==> config.mk <==
export PLATFORM = sky130hd
export DESIGN_NAME = image_feeder
export DESIGN_NICKNAME = d
export VERILOG_FILES = /design/src/rtl/image_feeder.sv
export SDC_FILE = /design/constraint.sdc
export NUM_CORES = 2
export LEC_CHECK = 0
export ABC_CLOCK_PERIOD_IN_PS = 4800
export CELL_PAD_IN_SITES_DETAIL_PLACEMENT = 1
export CELL_PAD_IN_SITES_GLOBAL_PLACEMENT = 2
export CORE_ASPECT_RATIO = 0.9
export CORE_MARGIN = 3
export CORE_UTILIZATION = 25
export DETAILED_ROUTE_END_ITERATION = 8
export PLACE_DENSITY_LB_ADDON = 0.1
export SLEW_MARGIN = 30
export SYNTH_ARGS = -nofsm -noshare
export SYNTH_HDL_FRONTEND = slang
export SYNTH_SLANG_ARGS = --single-unit
==> constraint.sdc <==
create_clock -name clkVga -period 4.8 [get_ports clkVga]
set_input_delay 0.72 -clock clkVga [delete_from_list [all_inputs] [get_ports clkVga]]
set_output_delay 0.72 -clock clkVga [all_outputs]
set_load 0.03 [all_outputs]
==> src/rtl/image_feeder.sv <==
// Streams a captured 32x32 bitmap as 16x16 2x2-pooled pixels (0..4) over a
// valid/ready handshake, one registered pixel per accepted transfer.
module image_feeder #(
  parameter int N_PIX = 256
) (
  input  logic          clkVga,
  input  logic          iRstN,
  input  logic [1023:0] iImage,
  input  logic          iStart,
  input  logic          iAbort,
  input  logic          iReady,
  output logic          oValid,
  output logic [2:0]    oPixel,
  output logic [7:0]    oIndex,
  output logic          oLast,
  output logic          oBusy,
  output logic          oDone
);

  typedef enum logic [1:0] {
    IDLE   = 2'd0,
    STREAM = 2'd1,
    DONE   = 2'd2
  } state_t;

  localparam logic [7:0] LAST_IDX = 8'(N_PIX - 1);

  state_t          state_r;
  logic [1023:0]   snap_r;
  logic [7:0]      cnt_r;
  logic            valid_r;
  logic [2:0]      pixel_r;
  logic            last_r;
  logic            busy_r;
  logic            done_r;

  logic [7:0]      nxt_cnt_s;
  logic [2:0]      nxt_pix_s;
  logic [2:0]      first_pix_s;
  logic            xfer_s;

  // Bitmap bit address is {x, y}; output pixel (px, py) covers x in 2px..2px+1, y in 2py..2py+1.
  function automatic logic [2:0] pool(input logic [1023:0] img, input logic [7:0] idx);
    logic [4:0] x0;
    logic [4:0] x1;
    logic [4:0] y0;
    logic [4:0] y1;
    x0 = {idx[3:0], 1'b0};
    x1 = {idx[3:0], 1'b1};
    y0 = {idx[7:4], 1'b0};
    y1 = {idx[7:4], 1'b1};
    pool = 3'(img[{x0, y0}]) + 3'(img[{x0, y1}]) + 3'(img[{x1, y0}]) + 3'(img[{x1, y1}]);
  endfunction

  // Next-pixel precompute: the first pixel comes straight from iImage because
  // the snapshot is only being written on the capturing edge.
  always_comb begin
    nxt_cnt_s   = cnt_r + 8'd1;
    nxt_pix_s   = pool(snap_r, nxt_cnt_s);
    first_pix_s = pool(iImage, 8'd0);
    xfer_s      = 1'b0;
    if (valid_r && iReady) begin
      xfer_s = 1'b1;
    end else begin
      xfer_s = 1'b0;
    end
  end

  // Frame FSM with registered handshake outputs; abort always takes priority.
  always_ff @(posedge clkVga or negedge iRstN) begin
    if (!iRstN) begin
      state_r <= IDLE;
      snap_r  <= '0;
      cnt_r   <= 8'd0;
      valid_r <= 1'b0;
      pixel_r <= 3'd0;
      last_r  <= 1'b0;
      busy_r  <= 1'b0;
      done_r  <= 1'b0;
    end else begin
      case (state_r)
        IDLE: begin
          done_r <= 1'b0;
          if (iStart && !iAbort) begin
            state_r <= STREAM;
            snap_r  <= iImage;
            cnt_r   <= 8'd0;
            valid_r <= 1'b1;
            pixel_r <= first_pix_s;
            last_r  <= (LAST_IDX == 8'd0);
            busy_r  <= 1'b1;
          end else begin
            valid_r <= 1'b0;
            last_r  <= 1'b0;
            busy_r  <= 1'b0;
          end
        end
        STREAM: begin
          if (iAbort) begin
            state_r <= IDLE;
            cnt_r   <= 8'd0;
            valid_r <= 1'b0;
            last_r  <= 1'b0;
            busy_r  <= 1'b0;
            done_r  <= 1'b0;
          end else if (xfer_s) begin
            if (cnt_r == LAST_IDX) begin
              state_r <= DONE;
              valid_r <= 1'b0;
              last_r  <= 1'b0;
              done_r  <= 1'b1;
            end else begin
              cnt_r   <= nxt_cnt_s;
              pixel_r <= nxt_pix_s;
              last_r  <= (nxt_cnt_s == LAST_IDX);
            end
          end else begin
            valid_r <= valid_r;
          end
        end
        DONE: begin
          state_r <= IDLE;
          cnt_r   <= 8'd0;
          valid_r <= 1'b0;
          last_r  <= 1'b0;
          busy_r  <= 1'b0;
          done_r  <= 1'b0;
        end
        default: begin
          state_r <= IDLE;
          cnt_r   <= 8'd0;
          valid_r <= 1'b0;
          last_r  <= 1'b0;
          busy_r  <= 1'b0;
          done_r  <= 1'b0;
        end
      endcase
    end
  end

  assign oValid = valid_r;
  assign oPixel = pixel_r;
  assign oIndex = cnt_r;
  assign oLast  = last_r;
  assign oBusy  = busy_r;
  assign oDone  = done_r;

endmodule

==> out/summary.txt <==
outcome = finished, final reports clean
Die Width = 467 um
GR Overflow Total = 0
final hold violations = 0
Worst Setup Path Type = reg -> reg
initial DRC count = 2740
final wirelength = 248000 um
FMAX = 216 MHz
vias in the first global route = 45.6k
min cycle time layout = 4.63 ns
fin crit share = 96.5%
number of clock sinks = 1041
Detail Route Antenna Nets = 0
Cell variety after synth = 68
Synth warnings = 0
DRC errors left = 0
PnR worst setup slack = 0.166 ns
DRT met1 WL = 104000 um
H-tree Lvls = 3
top cells by area, synth = dfrtp_1 54%, nand2_1 25%, mux4_2 10%, clkbuf_1 1.9%, mux2i_1 0.71%
highest routed metal layer = met5
first-pass GRT wire length = 344000 um
max cap viols = 0
router iterations before antenna repair = 4
most frequent cells after synthesis = 3249 x nand2_1, 1041 x dfrtp_1, 245 x clkbuf_1, 220 x mux4_2, 53 x nand3_1
Worst Skew = 0.0220 ns
leakage = 32.0 nW
# port buffers = 1043
met3 WL = 10100 um
design area = 0.0674 mm^2
Num CTS Buffers = 121
setup violators final = 0
critical path fanouts, max = 7
# IOs = 1044
critical path arrival = 5.24 ns
via count = 42.1k
most common cell in the netlist = nand2_1
Synth Cell Area = 0.0479 mm^2
RD Place Congestion = 0.810
asr flop ratio synth = 100%
worst reg-to-reg setup slack = 0.17 ns
worst r2r path cells = 20
initial antenna violation count = 37
share of cells above drive strength 1 = 11.4%
met2 wire length = 125000 um
pre-CTS setup slack = -0.726 ns
die area = 0.197 mm^2
overall power = 0.0258 W
crit path launch type = register
syn_area_per_cell = 9.06 um^2
Fill cells = 21.6k
Root Driver = clkbuf_16
worst skew pair latency = 0.77 ns
post-synthesis sequential area ratio = 54.4%
Placed Area = 0.0624 mm^2
Max Buffers Root-to-Sink = 3
CP Data Required Time = 5.41 ns
PwrDens = 382 mW/mm^2
number of flops mapped to enable cells by yosys = 0
largest net degree at the start of global routing = 162
core area = 0.189 mm^2
GRT Overall Usage = 24.3%
Worst-path clk slew = 0.07 ns
Gate Count Post-Synth = 5283
post-synth top area share = 54.4%
Slew Viols, Final = 0
# nets final = 7407
synthesized flop and latch total = 1041
Worst-Margin Slew = 1.19 ns
Main synth FF type = dfrtp_1
height of the die = 421 um
Post-DP HPWL = 187000 um
mean routed wirelength per cell = 27.5 um
Avg Vias per Cell = 4.67
CTS tree = built
Max-Slew Margin vs Limit = 19.7%
CP Capture Type = register
Yosys top cell by area = dfrtp_1
Initial Util = 25.3%
# rows = 151
synthesized net count = 6320
Synth-to-Final Area Change = 40.8%
worst min-delay path class = in -> async
Peak VDD IR = 259 uV
## state kept, by name, indices dropped and copies added (netlist names)
signal,flops
oDone,1
state_r,2
oLast,1
oValid,1
oBusy,1
oPixel,3
oIndex,8
snap_r,1024
## metal layers
metal / up-vias / track usage, %
li1: 19161 / -
met2: 1011 / 42.4
met3: 283 / 3.43
met4: 8 / 7.76
met1: 21612 / 31.0
met5: - / 0
## layout by cell type (no fill, tap or decap), types with 22 or more instances in the layout
cell type	Yosys	final
mux2i_1	34	32
buf_12	0	63
nor3_1	26	23
a22oi_1	30	26
a31oi_1	23	22
a21oi_1	29	26
clkbuf_1	245	30
clkbuf_8	1	32
mux4_2	220	220
clkbuf_16	0	127
nand3_1	53	53
nor2_1	36	29
clkdlybuf4s50_1	0	1042
o21ai_0	34	32
nand2_1	3249	3248
dfrtp_1	1041	1037
buf_4	36	168
## worst max-delay path, cell delays in order, from the launching register on
cell and delay [ns]:
dfrtp_4 0.44, ha_2 0.21, nand3_4 0.11, buf_6 0.17, or3_4 0.45, and2_4 0.24
buf_4 0.16, nor2_4 0.11, buf_12 0.18, a22oi_2 0.10, a21oi_4 0.26, buf_6 0.15
nor4_4 0.05, a211oi_4 0.38, buf_6 0.16, o31a_1 0.15, fa_1 0.42, ha_1 0.20
ha_1 0.28, mux2i_1 0.13, a21oi_1 0.08
## report_power, final
| part | switching [W] | total [W] | internal [W] |
|---|---|---|---|
| clock network | 0.00403 | 0.00964 | 0.00561 |
| logic | 0.00236 | 0.00458 | 0.00222 |
| registers | 0.00111 | 0.0116 | 0.0104 |
## through the flow
step	TNS (ns)	cells	utilization [%]	hold slack (ns)
5_1_grt	-0.0207	9002	35.6	0.438
2_1_floorplan	0	5283	-	0.424
3_3_place_gp	-1.62	8730	33.0	0.450
3_5_place_dp	-1.88	8730	33.0	0.459
4_1_cts	0	8965	35.3	0.411
6_report	0	9007	35.6	0.454
## area by class of cell
cell class                      count  area [um^2]  area share [%]
Antenna cell                       13         32.5          0.0483
Timing Repair Buffer             1299        13500            20.0
Clock buffer                      183         3580            5.31
Sequential cell                  1041        26100            38.7
Multi-Input combinational cell   3897        20600            30.5
Clock inverter                     40          495           0.735
Tap cell                         2524         3160            4.68
Inverter                           10         37.5          0.0557
## timing repair
| item | 4_1_cts | 5_1_grt |
|---|---|---|
| gates cloned | 1 | 7 |
| setup buffers | 10 | 21 |
| endpoints found under the hold margin | 1 | 0 |
| pin swaps | 4 | 14 |
| gates resized for setup | 21 | 44 |
| endpoints found under the setup margin | 3 | 3 |
| hold buffers | 1 | 0 |
## worst paths after layout
| check | start | endpoint |
|---|---|---|
| min in group clkVga | snap_r[472] | snap_r[472] |
| max in group asynchronous | iRstN | snap_r[314] |
| setup reg to reg | oIndex[0] | oPixel[1] |
| hold / removal | iRstN | snap_r[590] |
| setup / recovery | oIndex[0] | oPixel[1] |
| hold reg to reg | snap_r[472] | snap_r[472] |
## cells by family (layout without fill, tap and decap cells)
kind of cell             count (synthesis)  count (layout)  share of synthesized area [%]
AO/OA/AOI/OAI                          191             191                           2.69
XOR/XNOR                                11              11                          0.319
adder cells (fa/ha/maj)                  8               8                          0.240
buffers and inverters                  346            1532                           3.46
flip-flops                            1041            1041                           54.4
multiplexers                           265             265                           11.5
other                                    0              13                              0
AND/OR/NAND/NOR                       3421            3422                           27.4
No activity file was read; power rests on OpenSTA's default activity.
